<file path="src/rtl/mult_div_unit.sv">
// Iterative MULT/MULTU/DIV/DIVU unit with architectural HI/LO for the MIPS core.
// Define MDU_DIV_EN to build the restoring divider; without it DIV/DIVU are no-ops.
module mult_div_unit #(
    parameter int WIDTH = 32
) (
    input  logic             clk,
    input  logic             rst,
    input  logic             start,
    input  logic [2:0]       op,
    input  logic [WIDTH-1:0] a,
    input  logic [WIDTH-1:0] b,
    output logic             busy,
    output logic             done,
    output logic             div_zero,
    output logic [WIDTH-1:0] hi,
    output logic [WIDTH-1:0] lo
);

    localparam int CW = $clog2(WIDTH);
    localparam logic [2:0] OP_MTHI = 3'b100;
    localparam logic [2:0] OP_MTLO = 3'b101;

    typedef enum logic [1:0] {IDLE, CALC, FIX} stateT;

    stateT              state, nextState;
    logic [CW-1:0]      iterCnt;
    logic [WIDTH-1:0]   opA, opB, hiReg, loReg;
    logic [2*WIDTH-1:0] acc, prodFix;
    logic [WIDTH:0]     mulSum;
    logic               negRes, doneReg, launch, iterOp;
    logic               signedOp, aNeg, bNeg, lastIter;

    assign signedOp = ~op[0];
    assign aNeg     = signedOp & a[WIDTH-1];
    assign bNeg     = signedOp & b[WIDTH-1];
    assign lastIter = (iterCnt == CW'(WIDTH-1));
`ifdef MDU_DIV_EN
    assign iterOp   = ~op[2];
`else
    assign iterOp   = (op[2:1] == 2'b00);
`endif

    always_ff @(posedge clk) begin
        if (rst) state <= IDLE;
        else     state <= nextState;
    end

    always_comb begin
        nextState = state;
        launch    = 1'b0;
        case (state)
            IDLE: if (start && iterOp) begin
                nextState = CALC;
                launch    = 1'b1;
            end
            CALC: if (lastIter) nextState = FIX;
            FIX:  nextState = IDLE;
            default: nextState = IDLE;
        endcase
    end

    // Shift-add: add the multiplicand into the upper half, then shift the whole product right.
    assign mulSum  = {1'b0, acc[2*WIDTH-1:WIDTH]} + {1'b0, (opB[0] ? opA : '0)};
    assign prodFix = negRes ? -acc : acc;

`ifdef MDU_DIV_EN
    logic [WIDTH-1:0] remReg, remFix, quoFix;
    logic [WIDTH:0]   remShift, remDiff;
    logic             negRem, divOp, bZero, divZeroReg;

    // Dividend bits enter the remainder from opA's MSB; quotient bits fill opA from the LSB.
    assign remShift = {remReg, opA[WIDTH-1]};
    assign remDiff  = remShift - {1'b0, opB};
    assign quoFix   = negRes ? -opA : opA;
    // A zero divisor leaves |a| in the remainder, so sign-fixing restores the original a.
    assign remFix   = negRem ? -remReg : remReg;
    assign div_zero = divZeroReg;
`else
    assign div_zero = 1'b0;
`endif

    always_ff @(posedge clk) begin
        if (rst) begin
            hiReg      <= '0;
            loReg      <= '0;
            doneReg    <= 1'b0;
            acc        <= '0;
            opA        <= '0;
            opB        <= '0;
            iterCnt    <= '0;
            negRes     <= 1'b0;
`ifdef MDU_DIV_EN
            remReg     <= '0;
            negRem     <= 1'b0;
            divOp      <= 1'b0;
            bZero      <= 1'b0;
            divZeroReg <= 1'b0;
`endif
        end else begin
            doneReg    <= 1'b0;
`ifdef MDU_DIV_EN
            divZeroReg <= 1'b0;
`endif
            case (state)
                IDLE: if (start) begin
                    if (launch) begin
                        opA     <= aNeg ? -a : a;
                        opB     <= bNeg ? -b : b;
                        negRes  <= aNeg ^ bNeg;
                        acc     <= '0;
                        iterCnt <= '0;
`ifdef MDU_DIV_EN
                        negRem  <= aNeg;
                        divOp   <= op[1];
                        bZero   <= (b == '0);
                        remReg  <= '0;
`endif
                    end else if (op == OP_MTHI) begin
                        hiReg   <= a;
                        doneReg <= 1'b1;
                    end else if (op == OP_MTLO) begin
                        loReg   <= a;
                        doneReg <= 1'b1;
                    end
                end
                CALC: begin
                    iterCnt <= iterCnt + 1'b1;
`ifdef MDU_DIV_EN
                    if (divOp) begin
                        if (!remDiff[WIDTH]) begin
                            remReg <= remDiff[WIDTH-1:0];
                            opA    <= {opA[WIDTH-2:0], 1'b1};
                        end else begin
                            remReg <= remShift[WIDTH-1:0];
                            opA    <= {opA[WIDTH-2:0], 1'b0};
                        end
                    end else
`endif
                    begin
                        acc <= {mulSum, acc[WIDTH-1:1]};
                        opB <= opB >> 1;
                    end
                end
                FIX: begin
                    doneReg <= 1'b1;
`ifdef MDU_DIV_EN
                    if (divOp) begin
                        hiReg      <= remFix;
                        loReg      <= bZero ? '1 : quoFix;
                        divZeroReg <= bZero;
                    end else
`endif
                    begin
                        hiReg <= prodFix[2*WIDTH-1:WIDTH];
                        loReg <= prodFix[WIDTH-1:0];
                    end
                end
                default: ;
            endcase
        end
    end

    assign busy = (state != IDLE);
    assign done = doneReg;
    assign hi   = hiReg;
    assign lo   = loReg;

endmodule

</file>
<file path="config.mk">
export PLATFORM = sky130hd
export DESIGN_NAME = mult_div_unit
export DESIGN_NICKNAME = d
export VERILOG_FILES = /design/src/rtl/mult_div_unit.sv
export SDC_FILE = /design/constraint.sdc
export NUM_CORES = 1
export LEC_CHECK = 0
export CORE_MARGIN = 3
export CORE_UTILIZATION = 30
export DETAILED_ROUTE_END_ITERATION = 6
export GPL_TIMING_DRIVEN = 0
export PLACE_DENSITY_LB_ADDON = 0.3
export REMOVE_ABC_BUFFERS = 1
export SYNTH_ARGS = -nofsm -noshare
export SYNTH_HDL_FRONTEND = slang
export SYNTH_SLANG_ARGS = --single-unit
</file>
<file path="constraint.sdc">
create_clock -name clk -period 4.3 [get_ports clk]
set_input_delay 0.86 -clock clk [delete_from_list [all_inputs] [get_ports clk]]
set_output_delay 0.86 -clock clk [all_outputs]
set_load 0.01 [all_outputs]
</file>
==> summary.txt, run 1 <==
Placed design
  – Placed Instance Area: 14100 sq um
  – Routability cong.: 0.926
  – DP HPWL: 32400 microns
  – Port Buffer Count: 135
  – Dpl cells: 2167
  – Setup WS pre-CTS: 408 ps

Critical path
  – Critical path type: flop to flop
  – Critical path cell sequence: and2_1 > ha_1 > a21oi_1 > o21ai_0 > a221oi_1 > nand3_1 > o311ai_0 > xnor2_1 > o21ai_0
  – CP startpoint: opB[0]
  – Largest stage delay, worst path: 1180 ps
  – Worst path slowest cell: dfxtp_1
  – Critical Path AT: 4280 ps
  – CP Capture Type: flop
  – Worst-path maximum fanout: 33
  – Most frequent CP cell: o21ai_0
  – R2R Path Start: opB[0]
  – Worst Path Required: 4660 ps
  – CP Launch Type: flop

CTS
  – Max Root-Sink Buffers: 3
  – Gates resized, CTS repair: 0
  – Worst-skew pair later-pin latency: 520 ps
  – Clock sinks: 201
  – Clk root buf: clkbuf_16
  – Worst-path clk slew: 60 ps
  – Post-CTS Setup Repair Bufs: 0
  – CTS H-tree lvls: 1
  – CTS tree: done
  – Cts hold-fix bufs: 0
  – CTS Buf Count: 24

GRT
  – Initial antenna violation count: 0
  – Vias in the first global route: 11.7k
  – Pin count of the biggest net entering global routing: 111
  – Global-route usage over all layers: 0.195
  – Gr ovfl total: 0
  – First-pass GRT wire length: 68800 microns

Floorplanning
  – IO Count: 137
  – Die area: 43700 sq um
  – Chip width: 209 microns
  – Die H: 209 microns
  – Core Region: 40200 sq um
  – FP Rows: 73
  – Initial core utilization: 0.308

STA
  – Slew headroom: 0.0472
  – Period minus WS final: 3920 ps
  – Final setup vio count: 0
  – Setup ws final: 379 ps
  – Max Clock Freq: 255 MHz
  – Final hold vios: 0
  – Final period utilization: 0.912
  – Pin slew with the least headroom to its limit: 1430 ps
  – Final Skew: 10.7 ps
  – Unrepaired setup endpoints after global routing: no
  – Pins over their slew limit: 0

Synth
  – Largest family of logic cells by synthesized area: compound AO/OA/AOI/OAI gates
  – Cells after synthesis: 1620
  – Mapped cell area: 12400 sq um
  – Mux contribution to synthesized area: 0.00658
  – Synth Area in XOR/XNOR: 0.0907
  – Synth Area in Adders: 0.0391
  – Unique cell type count in the Yosys netlist: 71
  – Mapped Avg Cell Area: 7.63 sq um
  – Register area share after synthesis: 0.326
  – Ys async rst share: 0
  – Compound-Gate Fraction of Synth Area: 0.262
  – Post-synthesis simple-gate area fraction: 0.228
  – Syn. warnings: 0
  – #FFs+latches synth: 201
  – Top FF cell, synth: dfxtp_1
  – Number of synthesized flops with an enable pin: 0

Outcome
  – Status: finished clean

Pwr
  – Power Total: 4.43 mW
  – Clock power frac: 0.430
  – LEAKAGE: 5.49 nW
  – VDD IR max: 0.230 mV
  – Sw Ratio: 0.269
  – Pwr/cell area: 298 nW/um^2
  – Sequential share of power: 0.446
  – Internal power: 3.24 mW
  – Comb pwr share: 0.124
  – Total net switching power: 1.19 mW

Routing
  – Routed WL: 44600 microns
  – Drt pass-1 iters: 5
  – DRC: 0
  – DR WL/cell: 20.2 microns
  – Vias: 12.5k
  – Routed Antenna Nets: 0
  – Initial drt markers: 1011
  – Avg Vias per Cell: 5.67

Finish
  – Share of layout cells above drive strength 1: 0.0452
  – Fillers: 4221
  – N_diodes: 0
  – Synthesis-to-layout area growth: 20.1%
  – Reg area: 4030 sq um
  – Layout Cells excl Fill: 2208
  – Area taken by multi-input logic gates: 7780 sq um
  – Post-route cell area: 14800 sq um
  – Nets: 1776

Job
  – Max cap viols: 0

Hold path
  – HP Class: flop to flop
  – HP Start: opA[0]
[through the flow]
| stage | util | setup TNS, ps | hold slack, ps |
|---|---|---|---|
| after floorplan | - | -45190 | 421 |
| after global placement | 0.345 | -830050 | 439 |
| after detailed placement | 0.352 | 0 | 445 |
| after CTS | 0.369 | 0 | 454 |
| after global routing | 0.369 | 0 | 464 |
| final | 0.369 | 0 | 451 |
[cells by family after synthesis]
logic type,count (synthesis)
flip-flops,201
AO/OA/AOI/OAI,497
XOR/XNOR,128
AND/OR/NAND/NOR,599
multiplexers,8
adder cells (fa/ha/maj),38
other,1
buffers and inverters,148
[metal layers]
metal	GRT usage	routed length, microns
met1	0.273	20300
met2	0.316	20100
met3	0.0305	2920
met4	0.0478	1190
met5	0	0
[state kept, by name, indices dropped and copies added, names as in the netlist, 2 cells and up]
name / count
opB: 32
opA: 32
hi: 32
acc: 64
iterCnt: 5
state: 2
lo: 32
[worst paths after layout]
| kind | to | slack, ps | depth (start not counted) |
|---|---|---|---|
| max | acc[61] | 380 | 9 |
| min | opA[0] | 450 | 2 |
| max reg2reg | acc[61] | 380 | 9 |
| min reg2reg | opA[0] | 450 | 2 |
[critical path: cells and delay by family (launching register included)]
kind                       cells  cell delay (ps)
and+or+nand+nor                2              530
DFF                            1             1180
xor gates and xnor gates       1              170
AOI/OAI and AO/OA              5             1530
adders and majority gates      1              340
[cell usage after synthesis (25+ instances only)]
| library cell | n | share of area |
|---|---|---|
| clkbuf_1 | 107 | 0.032 |
| o21ai_0 | 80 | 0.032 |
| nand3_1 | 26 | 0.011 |
| dfxtp_1 | 201 | 0.33 |
| ha_1 | 37 | 0.037 |
| a211oi_1 | 58 | 0.035 |
| nor3_1 | 37 | 0.015 |
| xor2_1 | 77 | 0.055 |
| o31ai_1 | 30 | 0.018 |
| nand2_1 | 142 | 0.043 |
| inv_1 | 25 | 0.0076 |
| xnor2_1 | 51 | 0.036 |
| a22oi_1 | 59 | 0.036 |
| and2_1 | 37 | 0.019 |
| a21oi_1 | 134 | 0.054 |
| nor2_1 | 227 | 0.069 |
[power by group through the flow]
stage | clock, mW | combinational (mW) | sequential, mW
5_1_grt | 2.01 | 0.601 | 1.98
3_5_place_dp | 0 | 0.548 | 2.01
3_3_place_gp | 0 | 0.529 | 2.02
6_report | 1.90 | 0.550 | 1.97
4_1_cts | 1.95 | 0.550 | 1.97
2_1_floorplan | 0 | 0.260 | 2.01
[final cells by class]
type                            count  share of cell area
Multi-Input combinational cell   1271               0.524
Sequential cell                   201               0.271
Clock inverter                      5             0.00194
Inverter                           25             0.00632
Clock buffer                       36              0.0456
Timing Repair Buffer              145               0.106
Tap cell                          525              0.0443
[cell usage in the layout (no fill, tap or decap), types with 51 or more instances in the layout]
master / instances
nor2_1: 223
dfxtp_1: 200
nand2_1: 142
a21oi_1: 134
clkdlybuf4s50_1: 134
o21ai_0: 80
xor2_1: 77
a22oi_1: 59
a211oi_1: 58
xnor2_1: 51
No activity file was read; power rests on OpenSTA's default activity.
==> run 2: changes to the inputs <==
--- a/config.mk
+++ b/config.mk
@@ -5,6 +5,7 @@
 export SDC_FILE = /design/constraint.sdc
 export NUM_CORES = 1
 export LEC_CHECK = 0
+export ABC_AREA = 1
 export CORE_MARGIN = 3
 export CORE_UTILIZATION = 30
 export DETAILED_ROUTE_END_ITERATION = 6
==> constraint.sdc (replaced) <==
create_clock -name clk -period 4.4 [get_ports clk]
set_input_delay 0.88 -clock clk [delete_from_list [all_inputs] [get_ports clk]]
set_output_delay 0.88 -clock clk [all_outputs]
set_load 0.01 [all_outputs]
==> summary.txt, run 2 <==
STA
  – Final period utilization: 0.754
  – Hold_ws: 466 ps
  – Setup ws final: 1080 ps
  – Unrepaired setup endpoints after global routing: no
  – Pin slew with the least headroom to its limit: 1220 ps
  – Pins over their slew limit: 0
  – Slew headroom: 0.184
  – Final setup vio count: 0
  – Period minus WS final: 3320 ps
  – Final Skew: 22.5 ps
  – Max Clock Freq: 302 MHz
  – Final hold vios: 0

GRT
  – Initial antenna violation count: 10
  – First-pass GRT wire length: 84500 microns
  – Gr ovfl total: 0
  – Vias in the first global route: 14.8k
  – Pin count of the biggest net entering global routing: 75
  – Global-route usage over all layers: 0.211

Synth
  – Top cells by area, synth: dfxtp_1 (28%), nand2_1 (19%), nand3_1 (8.6%), nor2_1 (8.5%), a21oi_1 (8.2%)
  – #FFs+latches synth: 201
  – Post-synth top area cell: dfxtp_1
  – Commonest cells in the synthesized netlist: nand2_1 (705), nor2_1 (322), inv_1 (290), nand3_1 (246), a21oi_1 (234)
  – Unique cell type count in the Yosys netlist: 40
  – Synth Area in XOR/XNOR: 0.0190
  – Mapped Avg Cell Area: 5.80 sq um
  – Cells after synthesis: 2467
  – Syn. warnings: 0
  – Largest family of logic cells by synthesized area: simple AND/OR/NAND/NOR gates
  – Post-synthesis simple-gate area fraction: 0.394
  – Ys async rst share: 0
  – Number of synthesized flops with an enable pin: 0
  – Top FF cell, synth: dfxtp_1
  – Mux contribution to synthesized area: 0
  – Post-synth top area share: 0.281
  – Mapped cell area: 14300 sq um
  – Register area share after synthesis: 0.281
  – Most common cell in the synthesized netlist: nand2_1
  – Compound-Gate Fraction of Synth Area: 0.166
  – Synth Area in Adders: 0.0338

Critical path
  – Worst Path Required: 4880 ps
  – CP bufs+invs: 3
  – Worst path slowest cell: dfxtp_1
  – CP Launch Type: flop
  – Delay-heaviest family, CP: flip-flops
  – Critical path cell sequence: nand2_1 > inv_1 > ha_1 > inv_1 > fa_1 > inv_1 > nand3_1 > nand3_1 > nand2_1 > nand2_1 > nand3_1 > nand2_1 > or2_2 > nand2_1 > a21oi_1
  – Most frequent CP cell: nand2_1
  – Critical Path AT: 3790 ps
  – CP Capture Type: flop
  – Worst-path maximum fanout: 33
  – Critical path type: flop to flop
  – Largest stage delay, worst path: 1120 ps

Floorplanning
  – Core Region: 46900 sq um
  – Initial core utilization: 0.305
  – IO Count: 137
  – Die H: 224 microns
  – Die area: 50300 sq um
  – Chip width: 224 microns
  – FP Rows: 79

Finish
  – Layout Cells excl Fill: 3169
  – Share of layout cells above drive strength 1: 0.0371
  – Synthesis-to-layout area growth: 19.6%
  – Commonest non-fill, non-tap cell in the layout: nand2_1
  – Reg with most FFs: acc
  – Nets: 2651
  – Max reg flops: 64
  – Most frequent cells in the layout: nand2_1 (705), nor2_1 (320), inv_1 (288)

Pwr
  – Pwr/cell area: 265 nW/um^2
  – VDD IR max: 0.283 mV
  – LEAKAGE: 8.30 nW

Routing
  – Routed WL: 55100 microns
  – DR WL/cell: 17.4 microns
  – Drt pass-1 iters: 7
  – Initial drt markers: 1405
  – DRC: 0
  – Routed Antenna Nets: 0
  – Avg Vias per Cell: 5.09
  – Vias: 16.1k

CTS
  – Clk root buf: clkbuf_16
  – Max Root-Sink Buffers: 3
  – Worst-path clk slew: 60 ps
  – Worst-skew pair later-pin latency: 560 ps
  – CTS Buf Count: 25
  – CTS tree: done
  – CTS H-tree lvls: 1
  – Cts hold-fix bufs: 0
  – Post-CTS Setup Repair Bufs: 0
  – Gates resized, CTS repair: 0
  – Clock sinks: 201

Job
  – Max cap viols: 0

Placed design
  – Setup WS pre-CTS: 783 ps
  – DP HPWL: 42800 microns
  – Routability cong.: 0.922
  – Port Buffer Count: 135
  – Dpl cells: 3123

Outcome
  – Status: finished clean

Hold path
  – HP Class: flop to flop
-- run 2: changes by cell type in the layout (fill, tap and decap cells not counted), sizes merged, moves of 88 or more --
cell | previous run | this run
o21ai | 80 | 168
nor2 | 227 | 327
nand2 | 142 | 708
nand3 | 26 | 247
a21oi | 134 | 235
inv | 26 | 298
-- run 2: metrics by stage --
stage / area (sq um) / setup TNS [ps] / power, mW / utilization
after global placement: 16000 / -675760 / 2.50 / 0.342
final: 17100 / 0 / 4.52 / 0.365
after global routing: 17100 / 0 / 4.70 / 0.365
after detailed placement: 16300 / 0 / 2.52 / 0.348
after floorplan: 13900 / 0 / 2.22 / -
after CTS: 17100 / 0 / 4.57 / 0.365
-- run 2: layout make-up --
cell class	count	area, sq um
clock inverters	10	103
fillers	5148	29800
repair buffers	147	1590
diodes	2	5.00
flip-flops and latches	201	4030
inverters	297	1120
well taps	607	759
clock buffers	34	699
multi-input cells	1871	8790
-- run 2: cell families (layout without fill, tap and decap cells) --
group | Yosys count | in the layout
xor+xnor | 31 | 31
simple gates | 1357 | 1357
compound gates | 444 | 444
buf+inv | 395 | 488
other cells | 1 | 3
fa+ha+maj | 38 | 38
flops | 201 | 201
-- run 2: worst min-delay path, cell delays in order, from the launching register on --
cell and delay [ps]:
dfxtp_1 310, nand2_1 60, a21oi_1 50
-- run 2: path summary, 6_finish.rpt --
kind	end	slack (ps)	cells past startpoint	start
hold reg to reg	opB[4]	470	2	opB[4]
setup reg to reg	acc[47]	1080	15	opB[0]
hold / removal	opB[4]	470	2	opB[4]
setup / recovery	acc[47]	1080	15	opB[0]
-- run 2: power by group --
| part | total, mW | internal (mW) | switching (mW) |
|---|---|---|---|
| Sequential | 1.93 | 1.88 | 0.0507 |
| Combinational | 0.553 | 0.215 | 0.339 |
| Clock | 2.04 | 1.18 | 0.864 |
-- run 2: metal layers --
layer / track usage / up-vias / share of wire
li1: - / 8103 / -
met1: 0.298 / 7413 / 0.47
met2: 0.335 / 543 / 0.43
met3: 0.0487 / 66 / 0.082
met4: 0.0359 / 16 / 0.017
met5: 0 / - / 0.0022
==> RTL change 1: new RTL, config.mk and constraints of run 1 <==
Register the output `done` once more, with the module's reset; this adds one clock of latency there. The other outputs are not delayed to match.
--- a/src/rtl/mult_div_unit.sv
+++ b/src/rtl/mult_div_unit.sv
@@ -162,5 +162,11 @@
 
     assign busy = (state != IDLE);
-    assign done = doneReg;
+    always_ff @(posedge clk) begin
+        if (rst) begin
+            done <= '0;
+        end else begin
+            done <= doneReg;
+        end
+    end
     assign hi   = hiReg;
     assign lo   = loReg;
Formal check against the unedited RTL: not equivalent (Yosys sat finds a counterexample within 4 cycles, from zero or initial values and one cycle with rst high).
==> RTL change 1 against run 1 <==
Synthesized area increased by 2.2%. Count of clock-buffer cells in the layout unchanged. Total power increased by 16%. Fmax increased by 4.9%. Sequential cell count increased by 1. Cell area increased by 3.1%. Worst setup slack improved by 0.18 ns. Sequential power increased by 4%. Sequential share of layout area decreased by 0.68 points. Wire length decreased by 0.92%.
==> RTL change 1: results (changes against run 1) <==
first-pass GRT wire length 67.9 mm (was 68.8 mm); number of CTS-inserted buffers 26 (was 24); worst vdd ir 0.000262 V (was 0.000230 V); Hold Crit Class reg -> reg (unchanged); Crit-path slowest cell dfxtp_1 (unchanged); capture point of the worst reg-to-reg path acc[55]$_SDFFE_PP0P_ (was acc[61]$_SDFFE_PP0P_); First DRT Iteration DRCs 1059 (was 1011); Hold EP hi[29]$_SDFFE_PP0P_ (was opA[0]$_SDFFE_PP0P_); drt first pass iters 5 (unchanged); CTS resizes 0 (unchanged); H-tree Lvls 1 (unchanged); Pleak 5.52 nW (was 5.49 nW); total net switching power 1.44 mW (was 1.19 mW); number of antenna violations at the first check in global routing 1 (was 0); Hold Path Depth 2 (unchanged); port bufs 135 (unchanged); CP Launch Point opB[0]$_SDFFE_PP0P_ (unchanged); DP Area 14400 µm² (was 14100 µm²); CTS root buf clkbuf_16 (unchanged); layout cells sized above 1 0.0553 (was 0.0452); sequential-to-total area share from yosys stat 0.320 (was 0.326); final cell count without fillers 2251 (was 2208); vias in the first global route 11.6k (was 11.7k); Reg2Reg Depth 9 (unchanged); hold path startpoint hi[29]$_SDFFE_PP0P_ (was opA[0]$_SDFFE_PP0P_); Synth top cells by count dfxtp_1 (202), nor2_1 (200), nand2_1 (184) (was nor2_1 (227), dfxtp_1 (201), nand2_1 (142)); Largest register FFs 64 (unchanged); top post-synthesis cells by area dfxtp_1 (32%), nor2_1 (5.9%), nand2_1 (5.5%), a21oi_1 (5.2%), xor2_1 (4.7%) (was dfxtp_1 (33%), nor2_1 (6.9%), xor2_1 (5.5%), a21oi_1 (5.4%), nand2_1 (4.3%)); largest net degree at the start of global routing 75 (was 111); placed instance count 2206 (was 2167); Async SR Flop Fraction 0 (unchanged); Setup Buffers After CTS 0 (unchanged); Largest stage delay, worst path 1.03 ns (was 1.18 ns); reg2reg setup slack 0.56 ns (was 0.38 ns); via count 12.7k (was 12.5k); Slew @ Worst Pin 1.33 ns (was 1.43 ns); Unique masters post-synth 81 (was 71); Top reg by flops acc (unchanged); final-stage net count 1810 (was 1776); Total GRT Usage 0.190 (was 0.195); diode count 0 (unchanged); Area Growth Syn to Fin 21.1% (was 20.1%); Synth Warn # 0 (unchanged); clk_lat worst skew 0.54 ns (was 0.52 ns); Worst Skew 0.0197 ns (was 0.0107 ns); status complete, no violations (unchanged); Fill cells 4302 (was 4221); Critical Path AT 4.11 ns (was 4.28 ns); GP Congestion 0.909 (was 0.926); worst-path fanout max 33 (unchanged); Post-Route WL 44.2 mm (was 44.6 mm); Setup Viol. Count Final 0 (unchanged); Clock transition at path regs 0.06 ns (about the same); final HPWL from detailed placement 32.4 mm (about the same); cell count after synthesis 1645 (was 1620)
==> RTL change 1: changes by cell type after synthesis, sizes merged, moves of 12 or more <==
cell and delta:
a22oi -50, nand2 +42, a22o +31, nor2 -26, nand3 +19, o21ai +19, a211oi -15, clkbuf -14
o22ai -14, nor4 +12
==> RTL change 1: per-stage QoR <==
stage | hold WS, ns | TNS [ns] | setup WS [ns] | total power, mW
2_1_floorplan | 0.414 | -14.25 | -0.655 | 2.50
3_3_place_gp | 0.431 | -784.25 | -7.52 | 2.85
3_5_place_dp | 0.431 | 0 | 0.0530 | 2.88
4_1_cts | 0.441 | 0 | 0.580 | 5.17
5_1_grt | 0.466 | 0 | 0.171 | 5.35
6_report | 0.439 | 0 | 0.561 | 5.12
==> RTL change 1: cells by family after synthesis <==
kind of cell,after synthesis,share of synthesized area
AO/OA/AOI/OAI,492,0.259
XOR/XNOR,122,0.0846
adder cells (fa/ha/maj),38,0.0382
buffers and inverters,138,0.0466
flip-flops,202,0.320
multiplexers,9,0.00733
other,1,0.000297
AND/OR/NAND/NOR,643,0.244
==> RTL change 1: power by group through the flow <==
stage / clock network, mW / registers, mW / logic, mW
3_3_place_gp: 0 / 2.09 / 0.761
4_1_cts: 2.33 / 2.05 / 0.796
6_report: 2.28 / 2.05 / 0.798
5_1_grt: 2.41 / 2.06 / 0.880
2_1_floorplan: 0 / 2.07 / 0.429
3_5_place_dp: 0 / 2.09 / 0.793
==> RTL change 1: layout make-up <==
| cell class | count | share of cell area |
|---|---|---|
| multi-input combinational | 1305 | 0.526 |
| inverter | 21 | 0.00515 |
| clock buffer | 36 | 0.0496 |
| sequential | 202 | 0.264 |
| clock inverter | 9 | 0.00900 |
| timing repair buffer | 146 | 0.102 |
| tap | 532 | 0.0435 |
==> RTL change 1: worst max-delay path: cells and delay by family (launching register included) <==
family | cells | cell delay (ns)
xor+xnor | 1 | 0.20
simple gates | 2 | 0.42
compound gates | 5 | 1.64
flops | 1 | 1.03
fa+ha+maj | 1 | 0.27
==> RTL change 1: worst max path at each step <==
stage	endpoint	slack, ns	cells after the start
global route	acc[55]$_SDFFE_PP0P_	0.17	9
global placement	acc[58]$_SDFFE_PP0P_	-7.52	5
detailed placement	opA[29]$_SDFFE_PP0P_	0.05	8
finish	acc[55]$_SDFFE_PP0P_	0.56	9
floorplan	acc[46]$_SDFFE_PP0P_	-0.66	5
CTS	acc[55]$_SDFFE_PP0P_	0.58	9
==> RTL change 1: routing by layer <==
metal | routed length (µm) | vias up | track usage
met2 | 18800 | 441 | 0.287
met1 | 20900 | 6060 | 0.281
met3 | 3520 | 59 | 0.0407
li1 | - | 6107 | -
met5 | 13 | - | 0
met4 | 903 | 2 | 0.0379
==> RTL change 2: new RTL, flow settings as in run 1 <==
Made on the original files. The parameter `WIDTH` goes from 32 to 16.
--- a/src/rtl/mult_div_unit.sv
+++ b/src/rtl/mult_div_unit.sv
@@ -2,5 +2,5 @@
 // Define MDU_DIV_EN to build the restoring divider; without it DIV/DIVU are no-ops.
 module mult_div_unit #(
-    parameter int WIDTH = 32
+    parameter int WIDTH = 16
 ) (
     input  logic             clk,
Interface: changed (resized a, b, hi and lo); port bits go from 137 to 73. No check against the original RTL was run, so the function may have changed too.
==> RTL change 2 against run 1 <==
Synthesized area is 51% lower. Wire length shrank 61%. Cell area down 50%. Largest cell class unchanged. Via count fell by 54%. Non-clock buffer count shrank 70. Total power shrank 51%. Worst setup slack better by 0.54 ns. Sequential cell count fell by 97. Core utilization increased by 0.45 points. Sequential power decreased by 49%. Sequential share of layout area is 1.2 points higher.
==> RTL change 2: results (changes against run 1) <==
status complete, no violations (unchanged); Non-Clock Inverter Count 16 (was 25); Total GRT Usage 0.159 (was 0.195); Post-Place Setup Slack 0.636 ns (was 0.408 ns); cell count after synthesis 757 (was 1620); vias per cell 5.37 (was 5.67); Critical path destination hi[11]$_SDFFE_PP0P_ (was acc[61]$_SDFFE_PP0P_); Synth top cells by count nor2_1 (107), dfxtp_1 (104), nand2_1 (58) (was nor2_1 (227), dfxtp_1 (201), nand2_1 (142)); CP Launch Point op[0] (was opB[0]$_SDFFE_PP0P_); Yosys reg bits 104 (was 201); Reg2Reg Depth 10 (was 9); final HPWL from detailed placement 12.5 mm (was 32.4 mm); capture point of the worst reg-to-reg path acc[25]$_SDFFE_PP0P_ (was acc[61]$_SDFFE_PP0P_); hold path startpoint lo[11]$_SDFFE_PP0P_ (was opA[0]$_SDFFE_PP0P_); worst-path fanout max 13 (was 33); sequential-to-total area share from yosys stat 0.343 (was 0.326); Data buffer area share 0.106 (about the same); Slew @ Worst Pin 1.26 ns (was 1.43 ns); Hold WS 0.456 ns (was 0.451 ns); reg2reg setup slack 1.39 ns (was 0.38 ns); clk_buf instances 9 (was 36); Syn Area/Cell 8.02 µm² (was 7.63 µm²); met2 wire length 7.24 mm (was 20.1 mm); top post-synthesis cells by area dfxtp_1 (34%), nor2_1 (6.6%), xnor2_1 (5.2%), a21oi_1 (4.5%), ha_1 (4.1%) (was dfxtp_1 (33%), nor2_1 (6.9%), xor2_1 (5.5%), a21oi_1 (5.4%), nand2_1 (4.3%)); DP Area 7010 µm² (was 14100 µm²)
RTL change 2: changes by cell type after synthesis, sizes merged, moves of 22 or more:
cell and delta:
a211oi -36, a21oi -79, a22oi -53, clkbuf -71
dfxtp -97, nand2 -84, nand4 -22, nor2 -120
nor3 -23, o21ai -37, xor2 -55
RTL change 2: critical path: stages:
cell	delay (ns)
clkdlybuf4s50_1	0.58
nor4bb_1	0.49
nor2_1	0.13
nor2_1	0.88
nor2_1	0.35
a22o_1	0.32
RTL change 2: power by group through the flow:
| stage | registers, mW | clock network, mW | logic [mW] |
|---|---|---|---|
| final | 1.00 | 0.926 | 0.232 |
| after global routing | 1.01 | 0.998 | 0.256 |
| after CTS | 1.00 | 0.959 | 0.233 |
| after detailed placement | 1.03 | 0 | 0.232 |
| after global placement | 1.03 | 0 | 0.223 |
| after floorplan | 1.02 | 0 | 0.108 |
